===== config.mk =====
export PLATFORM = sky130hd
export DESIGN_NAME = debounce_ff
export DESIGN_NICKNAME = d
export VERILOG_FILES = /design/src/rtl/debounce_pkg.sv /design/src/rtl/sync_2ff.sv /design/src/rtl/debounce_ff.sv
export SDC_FILE = /design/constraint.sdc
export NUM_CORES = 1
export LEC_CHECK = 0
export BUFFER_PORTS_ARGS = -buffer_cell sky130_fd_sc_hd__buf_2
export CORE_UTILIZATION = 35
export DETAILED_ROUTE_END_ITERATION = 8
export MAX_ROUTING_LAYER = met4
export PLACE_DENSITY = 0.48
export RECOVER_POWER = 100
export SETUP_SLACK_MARGIN = 0.3
export SLEW_MARGIN = 20
export SYNTH_ARGS = -nofsm -noshare
export SYNTH_HDL_FRONTEND = slang
export SYNTH_SLANG_ARGS = --single-unit

===== constraint.sdc =====
create_clock -name CK -period 2.7 [get_ports CK]
set_clock_uncertainty 0.1 [all_clocks]
set_input_delay 0.54 -clock CK [delete_from_list [all_inputs] [get_ports CK]]
set_output_delay 0.54 -clock CK [all_outputs]
set_load 0.02 [all_outputs]

===== src/rtl/debounce_pkg.sv =====
// Shared types and default constants for the debounce_ff block.
package debounce_pkg;

  // Qualification FSM: Q is 0 in STABLE_LO/WAIT_HI and 1 in STABLE_HI/WAIT_LO.
  typedef enum logic [1:0] {
    STABLE_LO = 2'd0,
    WAIT_HI   = 2'd1,
    STABLE_HI = 2'd2,
    WAIT_LO   = 2'd3
  } state_t;

  localparam int DEBOUNCE_CYCLES_DEF = 4;
  localparam int CNT_W_DEF           = 8;

endpackage


===== src/rtl/sync_2ff.sv =====
// Two-flop synchronizer for a single asynchronous level; resets to 0.
module sync_2ff (
  input  logic CK,
  input  logic R,
  input  logic D,
  output logic Q
);

  logic meta;

  // Shift the raw level through two flops; the second stage is the only safe tap.
  always_ff @(posedge CK or posedge R) begin
    if (R) begin
      meta <= 1'b0;
      Q    <= 1'b0;
    end else begin
      meta <= D;
      Q    <= meta;
    end
  end

endmodule


===== src/rtl/debounce_ff.sv =====
// Debouncer: synchronizes D, then accepts a level change only after
// DEBOUNCE_CYCLES+1 consecutive agreeing samples. Q, BUSY (and RISE/FALL)
// are all registered.
// Optional feature macro: DEBOUNCE_EDGE_EN adds one-cycle RISE/FALL pulses.
module debounce_ff
  import debounce_pkg::*;
#(
  parameter int DEBOUNCE_CYCLES = DEBOUNCE_CYCLES_DEF,
  parameter int CNT_W           = CNT_W_DEF
) (
  input  logic CK,
  input  logic R,
  input  logic D,
  output logic Q,
  output logic BUSY
`ifdef DEBOUNCE_EDGE_EN
  ,
  output logic RISE,
  output logic FALL
`endif
);

  // Counter value at which the next agreeing sample completes qualification.
  localparam logic [CNT_W-1:0] CNT_LAST = CNT_W'(DEBOUNCE_CYCLES - 1);

  logic             s;
  state_t           state;
  logic [CNT_W-1:0] cnt;

  sync_2ff u_sync (
    .CK (CK),
    .R  (R),
    .D  (D),
    .Q  (s)
  );

  // Qualification FSM with registered Q/BUSY/edge outputs. A disagreeing
  // sample during a WAIT state drops the candidate (glitch rejected) and
  // Q is left untouched. The counter stops at CNT_LAST so it never wraps.
  always_ff @(posedge CK or posedge R) begin
    if (R) begin
      state <= STABLE_LO;
      cnt   <= '0;
      Q     <= 1'b0;
      BUSY  <= 1'b0;
`ifdef DEBOUNCE_EDGE_EN
      RISE  <= 1'b0;
      FALL  <= 1'b0;
`endif
    end else begin
`ifdef DEBOUNCE_EDGE_EN
      RISE <= 1'b0;
      FALL <= 1'b0;
`endif
      case (state)
        STABLE_LO: begin
          if (s) begin
            state <= WAIT_HI;
            cnt   <= '0;
            BUSY  <= 1'b1;
          end
        end
        WAIT_HI: begin
          if (!s) begin
            state <= STABLE_LO;
            BUSY  <= 1'b0;
          end else if (cnt == CNT_LAST) begin
            state <= STABLE_HI;
            Q     <= 1'b1;
            BUSY  <= 1'b0;
`ifdef DEBOUNCE_EDGE_EN
            RISE  <= 1'b1;
`endif
          end else begin
            cnt <= cnt + CNT_W'(1);
          end
        end
        STABLE_HI: begin
          if (!s) begin
            state <= WAIT_LO;
            cnt   <= '0;
            BUSY  <= 1'b1;
          end
        end
        WAIT_LO: begin
          if (s) begin
            state <= STABLE_HI;
            BUSY  <= 1'b0;
          end else if (cnt == CNT_LAST) begin
            state <= STABLE_LO;
            Q     <= 1'b0;
            BUSY  <= 1'b0;
`ifdef DEBOUNCE_EDGE_EN
            FALL  <= 1'b1;
`endif
          end else begin
            cnt <= cnt + CNT_W'(1);
          end
        end
        default: begin
          state <= STABLE_LO;
          cnt   <= '0;
          Q     <= 1'b0;
          BUSY  <= 1'b0;
        end
      endcase
    end
  end

endmodule


==> results of run 1 <==
[area by class of cell]
class | count | area, um2 | area share [%]
Sequential cell | 14 | 350.3 | 41.54
Timing Repair Buffer | 5 | 21.27 | 2.522
Tap cell | 27 | 33.78 | 4.006
Clock buffer | 4 | 36.28 | 4.303
Multi-Input combinational cell | 57 | 386.6 | 45.85
Inverter | 4 | 15.01 | 1.780
[registers in the layout, indices dropped and copies added, names as in the netlist, named ones only]
signal       flops
BUSY             1
Q                1
cnt              8
state            1
u_sync.Q         1
u_sync.meta      1
[metal layers]
| metal | vias to the layer above | share of wire (%) | routed length (um) | track usage, % |
|---|---|---|---|---|
| li1 | 303 | - | - | - |
| met1 | 253 | 54 | 822 | 20.43 |
| met2 | 7 | 42 | 632 | 20.83 |
| met3 | 2 | 3.2 | 48 | 5.607 |
| met4 | 0 | 0.79 | 12 | 4.412 |
| met5 | - | 0 | 0 | - |
[final timing paths]
kind                                        from            endpoint  slack, ns  cells after the start
min                                            R  cnt[5]$_DFFE_PP0P_       0.18                      2
max                           cnt[0]$_DFFE_PP0P_       Q$_DFFE_PP0P_       0.57                      4
min reg2reg                u_sync.meta$_DFF_PP0_  u_sync.Q$_DFF_PP0_       0.25                      0
max reg2reg                   cnt[0]$_DFFE_PP0P_       Q$_DFFE_PP0P_       0.57                      4
min in group CK            u_sync.meta$_DFF_PP0_  u_sync.Q$_DFF_PP0_       0.25                      0
max in group asynchronous                      R  cnt[1]$_DFFE_PP0P_       1.96                      2
[placed cells by master, fill, tap and decap left out]
cell | synthesis | final
buf_2 | 1 | 2
o21a_1 | 1 | 1
xor2_1 | 1 | 1
a311o_1 | 1 | 1
nor2_1 | 2 | 2
mux2i_1 | 1 | 1
o21ai_0 | 2 | 2
o211ai_1 | 8 | 8
xnor2_1 | 1 | 1
nor2b_1 | 1 | 1
a32o_1 | 1 | 1
or3_1 | 2 | 2
o41a_1 | 1 | 1
ha_1 | 1 | 1
a21oi_1 | 1 | 1
dfrtp_1 | 14 | 14
nor4_1 | 3 | 4
or4_1 | 2 | 2
nand2b_1 | 4 | 4
o2bb2ai_1 | 1 | 1
and2_1 | 2 | 2
nand2_1 | 7 | 7
a21o_1 | 1 | 1
mux2_1 | 1 | 1
or3b_1 | 1 | 1
clkbuf_4 | 0 | 3
nand3_1 | 5 | 5
or2_0 | 0 | 1
a211o_1 | 1 | 1
clkbuf_1 | 3 | 3
o211a_1 | 1 | 1
inv_1 | 4 | 4
clkbuf_8 | 0 | 1
or4b_1 | 1 | 1
nand4_1 | 1 | 1
[worst max-delay path, cell delays in order, from the launching register on]
cell     delay (ns)
dfrtp_1        0.45
ha_1           0.26
or4b_1         0.56
o41a_1         0.40
a311o_1        0.26
[cell families (layout without fill, tap and decap cells)]
logic type / count (synthesis) / count (layout) / share of synthesized area, %
flops: 14 / 14 / 45.23
xor+xnor: 2 / 2 / 2.262
buf+inv: 8 / 13 / 4.037
compound gates: 19 / 19 / 19.23
fa+ha+maj: 1 / 1 / 1.615
simple gates: 33 / 33 / 24.88
mux: 2 / 2 / 2.746
[through the flow]
stage               hold WS, ns  util (%)   power, W
finish                   0.1844     41.71  0.0006727
global route             0.2384     41.71  0.0007341
CTS                      0.1947     42.33  0.0006919
detailed placement       0.2364     40.53  0.0005351
global placement         0.2329     40.53  0.0005391
floorplan                0.2312         -  0.0004701
[cell usage after synthesis, types with 2 or more instances]
master | instances | area (um2)
inv_1 | 4 | 15.01
dfrtp_1 | 14 | 350.3
clkbuf_1 | 3 | 11.26
or3_1 | 2 | 12.51
nand2b_1 | 4 | 25.02
nor2_1 | 2 | 7.510
and2_1 | 2 | 12.51
o211ai_1 | 8 | 60.06
nand2_1 | 7 | 26.28
nand3_1 | 5 | 25.02
nor4_1 | 3 | 18.77
o21ai_0 | 2 | 10.01
or4_1 | 2 | 15.01
[power by group through the flow]
stage / Sequential, W / Clock [W] / Combinational, W
finish: 0.000309 / 0.000153 / 0.000211
global route: 0.000319 / 0.000170 / 0.000246
CTS: 0.000308 / 0.000161 / 0.000223
detailed placement: 0.000313 / 0 / 0.000222
global placement: 0.000313 / 0 / 0.000226
floorplan: 0.000295 / 0 / 0.000175
==> impl_metrics.csv, run 1 <==
group,metric,value,unit
placement,dp_worst_setup_slack,0.5956,ns
floorplanning,dieArea,2405,um2
clocking,ctsResizeCount,0,
clocking,clk_pin_slew_worst_paths,0.09,ns
floorplanning,initial_core_util,38.30,%
pwr,powerDensity,797.7,nW/um2
floorplanning,ios,5,
route,wirelength,1516,um
clocking,clk-insertion-delay-late,0.28,ns
sta,hold_viol,0,
route,drc,0,
job,drv_cap,0,
yosys,syn_nets,83,
floorplanning,die_width,49.04,um
yosys,synth_cells,79,
pwr,clkPwrFrac,22.7,%
placement,placed_cells,107,
route,vias_per_cell,5.090,
clocking,cts_tree,"built",
sta,fin_crit_sh,79.06,%
clocking,cts-htree-levels,1,
setup_path,crit_arrival,2.21,ns
layout,area_delta_synth_final,8.885,%
sta,max-slew-margin-rel,63.62,%
layout,antenna_cells,0,
layout,finalInstanceArea,843.3,um2
yosys,synth-edff-count,0,
global_routing,overflow,0,
setup_path,required,2.77,ns
clocking,cts_made_buffers,3,
sta,setup_tns,0,ns
setup_path,startpoint_type,"flop",
yosys,async_reset_ff_share,100.0,%
hold_path,min_path_type,"in2async",
global_routing,grt.total_usage,15.09,%
placement,port_buffers,4,
sta,finalSetupViolCount,0,
sta,final_critical_path_setup_slack,0.5653,ns
floorplanning,rows,16,
sta,clock.fmax,0.4684,GHz
sta,tightest_slew,0.5451,ns
sta,grt_setup_unrepaired,"no",
setup_path,cp_max_fo,7,
pwr,irDropWorstVdd,0.3779,mV
clocking,root_buffer,"clkbuf_4",
route,wl_per_cell,13.66,um
yosys,ys.flop_type,"dfrtp_1",
layout,layout.cells.non_filler,111,
global_routing,grt_max_degree,16,
pwr,internal-power,0.0004085,W
setup_path,end_kind,"flop",
route,num_vias,565,
yosys,ys_warn_count,0,
clocking,cts_hold_buf,0,
floorplanning,die_h,49.04,um
clocking,clock-sinks,14,
yosys,synth_area_per_cell,9.804,um2
global_routing,antenna_found_initial,0,
pwr,pwr-share-comb,31.4,%
route,postRouteAntennaNets,0,
sta,drv_slew,0,
yosys,syn_area,774.5,um2
clocking,postCtsSetupBuffers,0,
pwr,p_switching,0.0002642,W
yosys,synth.distinct_cells,34,
placement,place.gp.congestion,0.8132,
layout,nets,89,
pwr,p_leak,0.3610,nW
global_routing,grt_pass1_wl,2622,um
run_status,status,"completed",
clocking,cts.path.max_buffers,2,
setup_path,path_class,"reg2reg",
floorplanning,core-area,2022,um2
layout,layout-drive-gt1-share,7.143,%
sta,finalCriticalPeriod,2.135,ns
yosys,synth_seq_area_share,45.23,%
placement,dpl.hpwl,1070,um
yosys,ys_ff_latch,14,
pwr,switching_share,39.27,%
layout,fill_cells,201,
route,firstDrtPassIters,4,
placement,dpl_cell_area,819.5,um2
global_routing,grt_pass1_vias,553,
route,drt_iter0_drc,4,
pwr,pwr-share-seq,45.9,%
Note: power is estimated with default switching activity, not from simulation.
==> run 2: changes to the inputs <==
--- a/config.mk
+++ b/config.mk
@@ -9,7 +9,7 @@
 export CORE_UTILIZATION = 35
 export DETAILED_ROUTE_END_ITERATION = 8
 export MAX_ROUTING_LAYER = met4
-export PLACE_DENSITY = 0.48
+export PLACE_DENSITY = 0.5
 export RECOVER_POWER = 100
 export SETUP_SLACK_MARGIN = 0.3
 export SLEW_MARGIN = 20
==> constraint.sdc (replaced) <==
create_clock -name CK -period 1.9 [get_ports CK]
set_clock_uncertainty 0.1 [all_clocks]
set_input_delay 0.38 -clock CK [delete_from_list [all_inputs] [get_ports CK]]
set_output_delay 0.38 -clock CK [all_outputs]
set_load 0.02 [all_outputs]
==> run 2 against run 1 <==
Via count up 22%. Final cell count up 9.9%. Global-route usage up 2.9 points. Die area unchanged. Largest cell class unchanged.
==> impl_metrics.csv, run 2 (synthesis gave the netlist of run 1 again) <==
group,metric,value,unit
floorplanning,initial_core_util,38.30,%
clocking,clk-insertion-delay-late,0.28,ns
route,top_layer_used,"met4",
hold_path,min_path_type,"in2async",
sta,setup_tns,0,ns
floorplanning,rows,16,
route,wl_met1,856,um
layout,antenna_cells,0,
global_routing,grt.total_usage,18.04,%
sta,fin_crit_sh,96.18,%
setup_path,crit_arrival,1.90,ns
layout,sequential_cell_area,350.3,um2
pwr,irDropWorstVdd,0.5467,mV
placement,dpl.hpwl,1374,um
setup_path,end_kind,"flop",
clocking,root_buffer,"clkbuf_4",
route,num_vias,690,
route,vias_per_cell,5.656,
clocking,cts_tree,"built",
global_routing,grt_max_degree,15,
placement,port_buffers,4,
sta,drv_slew,0,
run_status,status,"completed",
layout,layout-drive-gt1-share,20.00,%
setup_path,required,1.97,ns
sta,max-slew-margin-rel,58.88,%
setup_path,cp_max_fo,2,
global_routing,grt_pass1_wl,3243,um
layout,final_cell_mix,"dfrtp_1, buf_4, o211ai_1",
sta,grt_setup_unrepaired,"yes",
clocking,clock-sinks,14,
clocking,cts_made_buffers,3,
global_routing,antenna_found_initial,0,
layout,top_register,"cnt",
route,met2_wirelength,903,um
setup_path,startpoint,"cnt[0]$_DFFE_PP0P_",
pwr,powerDensity,1126,nW/um2
route,drt_iter0_drc,9,
layout,fill_cells,209,
clocking,cts.path.max_buffers,2,
route,wl_per_cell,14.89,um
floorplanning,core-area,2022,um2
setup_path,startpoint_type,"flop",
global_routing,grt_pass1_vias,714,
sta,finalSetupViolCount,0,
setup_path,cp_cell_sequence,"ha_2 -> or4b_4 -> o41a_1 -> a311o_1",
layout,multi_input_area,399.1,um2
clocking,cts_hold_buf,0,
pwr,p_leak,0.4138,nW
route,postRouteAntennaNets,0,
placement,dpl_cell_area,909.6,um2
sta,hold_viol,0,
setup_path,cpMaxStageDelayCell,"or4b_4",
floorplanning,dieArea,2405,um2
clocking,cts-htree-levels,1,
setup_path,path_class,"reg2reg",
floorplanning,ios,5,
clocking,clk_pin_slew_worst_paths,0.09,ns
route,wl_met3,31,um
floorplanning,die_h,49.04,um
setup_path,timing.rr.start,"cnt[0]$_DFFE_PP0P_",
route,drc,0,
layout,nets,100,
sta,clock.fmax,0.5472,GHz
pwr,power,0.001050,W
job,drv_cap,0,
layout,finalInstanceArea,932.1,um2
layout,largest_reg_flops,8,
floorplanning,die_width,49.04,um
setup_path,max_stage_delay,0.45,ns
route,wirelength,1816,um
global_routing,overflow,0,
sta,tightest_slew,0.6124,ns
sta,finalCriticalPeriod,1.827,ns
route,firstDrtPassIters,4,
layout,final_common_cell,"dfrtp_1",
placement,place.gp.congestion,0.7821,
layout,area_delta_synth_final,20.36,%
layout,final_core_util,46.10,%
## run 2: changes by cell type in the layout (fill, tap and decap cells not counted)
cell	change
or4b_4	+1
buf_4	+9
nor4_1	-1
or4b_1	-1
clkbuf_2	+1
ha_2	+1
nor4_2	+1
clkbuf_1	+1
ha_1	-1
## run 2: final timing paths
check	to	slack [ns]	depth (start not counted)
setup reg to reg	Q$_DFFE_PP0P_	0.07	4
hold / removal	BUSY$_DFFE_PP0P_	0.03	2
max in group asynchronous	cnt[2]$_DFFE_PP0P_	1.30	2
setup / recovery	Q$_DFFE_PP0P_	0.07	4
min in group CK	u_sync.meta$_DFF_PP0_	0.10	1
hold reg to reg	u_sync.Q$_DFF_PP0_	0.26	0
## run 2: through the flow
| stage | setup WS, ns | hold slack (ns) | cells |
|---|---|---|---|
| detailed placement | 0.06668 | 0.2451 | 117 |
| floorplan | -0.1203 | 0.1692 | 79 |
| global route | 0.003985 | 0.07615 | 122 |
| finish | 0.07253 | 0.02849 | 122 |
| global placement | 0.08981 | 0.2374 | 117 |
| CTS | 0.06531 | 0.05750 | 122 |
## run 2: repair_timing
item | 4_1_cts | 5_1_grt
buffers inserted | 1 | 0
hold endpoints to repair | 0 | 0
resized for setup | 2 | 0
setup endpoints to repair | 6 | 6
cloned | 0 | 0
## run 2: worst max-delay path, delay by kind of cell, from the launching register on
kind                     cells  cell delay [ns]
AO/OA/AOI/OAI                2             0.63
AND/OR/NAND/NOR              1             0.45
flip-flops                   1             0.37
adder cells (fa/ha/maj)      1             0.17
## run 2: power breakdown
part           internal (W)  switching [W]
clock network      0.000116       0.000102
registers          0.000349      0.0000414
logic              0.000175       0.000266
## run 2: final cells by class
cell class	instances	share of cell area (%)
clock buffer	4	3.893
timing repair buffer	16	10.47
tap	27	3.624
inverter	4	1.611
sequential	14	37.58
multi-input combinational	57	42.82
## run 2: per-layer routing
metal / GRT usage [%] / vias to the layer above
met5: - / -
met4: 5.882 / 0
met3: 1.869 / 4
met2: 30.79 / 9
met1: 22.27 / 351
li1: - / 326
==> run 3: changes to the inputs <==
--- a/config.mk
+++ b/config.mk
@@ -6,10 +6,12 @@
 export NUM_CORES = 1
 export LEC_CHECK = 0
 export BUFFER_PORTS_ARGS = -buffer_cell sky130_fd_sc_hd__buf_2
-export CORE_UTILIZATION = 35
+export CELL_PAD_IN_SITES_DETAIL_PLACEMENT = 1
+export CELL_PAD_IN_SITES_GLOBAL_PLACEMENT = 2
+export CORE_UTILIZATION = 33
 export DETAILED_ROUTE_END_ITERATION = 8
 export MAX_ROUTING_LAYER = met4
-export PLACE_DENSITY = 0.5
+export PLACE_DENSITY = 0.81
 export RECOVER_POWER = 100
 export SETUP_SLACK_MARGIN = 0.3
 export SLEW_MARGIN = 20
==> run 3 against run 2 <==
Sequential cell count unchanged. Utilization fell by 1.8 points. Sequential share of layout area is 1.7 points lower. Clock power barely moved. Total power increased by 2.2%. Routed wire length up 16%. Die area rose by 5.8%. Combinational power increased by 1%. Sequential power is 4% higher. Largest cell class unchanged. Largest power group unchanged.
==> impl_metrics.csv, run 3 (synthesis gave the netlist of run 1 again) <==
group,metric,value,unit
pwr,pwr-share-comb,41.6,%
sta,finalCriticalPeriod,1.813,ns
pwr,p_leak,0.4275,nW
layout,final_common_cell,"dfrtp_1",
route,num_vias,679,
hold_path,min_path_type,"in2async",
pwr,pwr-share-seq,37.8,%
floorplanning,dieArea,2545,um2
layout,layout-drive-gt1-share,26.80,%
setup_path,cp_max_fo,2,
clocking,cts_hold_buf,0,
route,postRouteAntennaNets,0,
setup_path,startpoint_type,"flop",
sta,finalSetupViolCount,0,
floorplanning,die_width,50.45,um
layout,final_core_util,44.34,%
placement,dpl_cell_area,903.4,um2
clocking,cts_made_buffers,3,
floorplanning,ios,5,
placement,place.gp.congestion,0.8079,
setup_path,startpoint,"cnt[1]$_DFFE_PP0P_",
global_routing,grt.total_usage,19.86,%
layout,fill_cells,258,
setup_path,timing.rr.start,"cnt[1]$_DFFE_PP0P_",
run_status,status,"completed",
layout,antenna_cells,0,
global_routing,grt_pass1_wl,3553,um
pwr,switching_share,39.98,%
placement,dpl.hpwl,1510,um
floorplanning,initial_core_util,35.01,%
global_routing,grt_max_degree,15,
clocking,clk_pin_slew_worst_paths,0.10,ns
layout,final_cell_mix,"dfrtp_1, buf_4, o211ai_1",
sta,final_critical_path_setup_slack,0.08668,ns
sta,drv_slew,0,
setup_path,path_class,"reg2reg",
floorplanning,core-area,2212,um2
route,drc,0,
sta,tightest_slew,0.6470,ns
layout,largest_reg_flops,8,
sta,fin_crit_sh,95.44,%
pwr,powerDensity,1094,nW/um2
setup_path,cp_cell_sequence,"ha_2 -> or4b_4 -> o41a_1 -> a311o_1",
setup_path,end_kind,"flop",
clocking,root_buffer,"clkbuf_4",
layout,nets,102,
floorplanning,rows,17,
route,drt_iter0_drc,5,
setup_path,required,1.97,ns
pwr,irDropWorstVdd,0.5282,mV
setup_path,cpMaxStageDelayCell,"or4b_4",
clocking,cts.path.max_buffers,2,
pwr,internal-power,0.0006440,W
job,drv_cap,0,
placement,placed_cells,117,
clocking,cts-htree-levels,1,
route,vias_per_cell,5.432,
route,wl_per_cell,16.89,um
clocking,clk-insertion-delay-late,0.28,ns
sta,clock.fmax,0.5515,GHz
global_routing,overflow,0,
route,firstDrtPassIters,4,
global_routing,grt_pass1_vias,735,
pwr,power,0.001073,W
clocking,cts_tree,"built",
clocking,clock-sinks,14,
setup_path,worstRegToRegCells,4,
sta,hold_viol,0,
setup_path,max_stage_delay,0.46,ns
sta,max-slew-margin-rel,56.55,%
global_routing,antenna_found_initial,0,
route,wirelength,2111,um
pwr,p_switching,0.0004290,W
sta,grt_setup_unrepaired,"yes",
floorplanning,die_h,50.45,um
layout,layout.cells.non_filler,125,
setup_path,crit_arrival,1.88,ns
pwr,clkPwrFrac,20.6,%
layout,top_register,"cnt",
layout,area_delta_synth_final,26.66,%
placement,port_buffers,4,
placement,dp_worst_setup_slack,0.05630,ns
layout,finalInstanceArea,980.9,um2
[run 3: critical path, delay by kind of cell (launching register included)]
kind / cells / cell delay [ns]
AND/OR/NAND/NOR: 1 / 0.46
AO/OA/AOI/OAI: 2 / 0.58
flip-flops: 1 / 0.38
adder cells (fa/ha/maj): 1 / 0.18
[run 3: power by group through the flow]
stage          sequential [W]  combinational, W  clock, W
2_1_floorplan        0.000420          0.000257         0
3_3_place_gp         0.000400          0.000418         0
3_5_place_dp         0.000406          0.000435         0
4_1_cts              0.000404          0.000447  0.000230
5_1_grt              0.000409          0.000503  0.000244
6_report             0.000405          0.000447  0.000221
[run 3: path summary, 6_finish.rpt]
kind                                              end  slack [ns]
worst min-delay path             state[0]$_DFFE_PP0P_        0.04
max in group asynchronous          u_sync.Q$_DFF_PP0_        1.24
worst max register to register          Q$_DFFE_PP0P_        0.09
min in group CK                 u_sync.meta$_DFF_PP0_        0.10
worst min register to register     u_sync.Q$_DFF_PP0_        0.26
worst max-delay path                    Q$_DFFE_PP0P_        0.09
[run 3: area by class of cell]
class | instances | area, um2 | share of cell area [%]
multi-input cells | 57 | 424.2 | 43.24
flip-flops and latches | 14 | 351.6 | 35.84
repair buffers | 18 | 118.9 | 12.12
clock buffers | 4 | 36.28 | 3.699
well taps | 28 | 35.03 | 3.571
inverters | 4 | 15.01 | 1.531
[run 3: through the flow]
| stage | TNS [ns] | hold WS, ns |
|---|---|---|
| 4_1_cts | 0 | 0.05073 |
| 2_1_floorplan | -0.1203 | 0.1692 |
| 3_3_place_gp | 0 | 0.2350 |
| 5_1_grt | 0 | 0.08361 |
| 6_report | 0 | 0.04314 |
| 3_5_place_dp | 0 | 0.2448 |
[run 3: routing by layer]
layer / part of all wire [%] / GRT usage, % / up-vias / wire, um
met1: 47 / 24.72 / 338 / 1000
met4: 0.90 / 5.556 / 0 / 19
met3: 2.4 / 4.545 / 2 / 50
met5: 0 / - / - / 0
met2: 49 / 32.22 / 7 / 1041
li1: - / - / 332 / -
[run 3: what timing repair did]
action | 4_1_cts | 5_1_grt
buffers inserted | 2 | 2
resized for setup | 2 | 7
endpoints found under the hold margin | 0 | 0
pin swaps | 2 | 5
setup endpoints to repair | 8 | 9
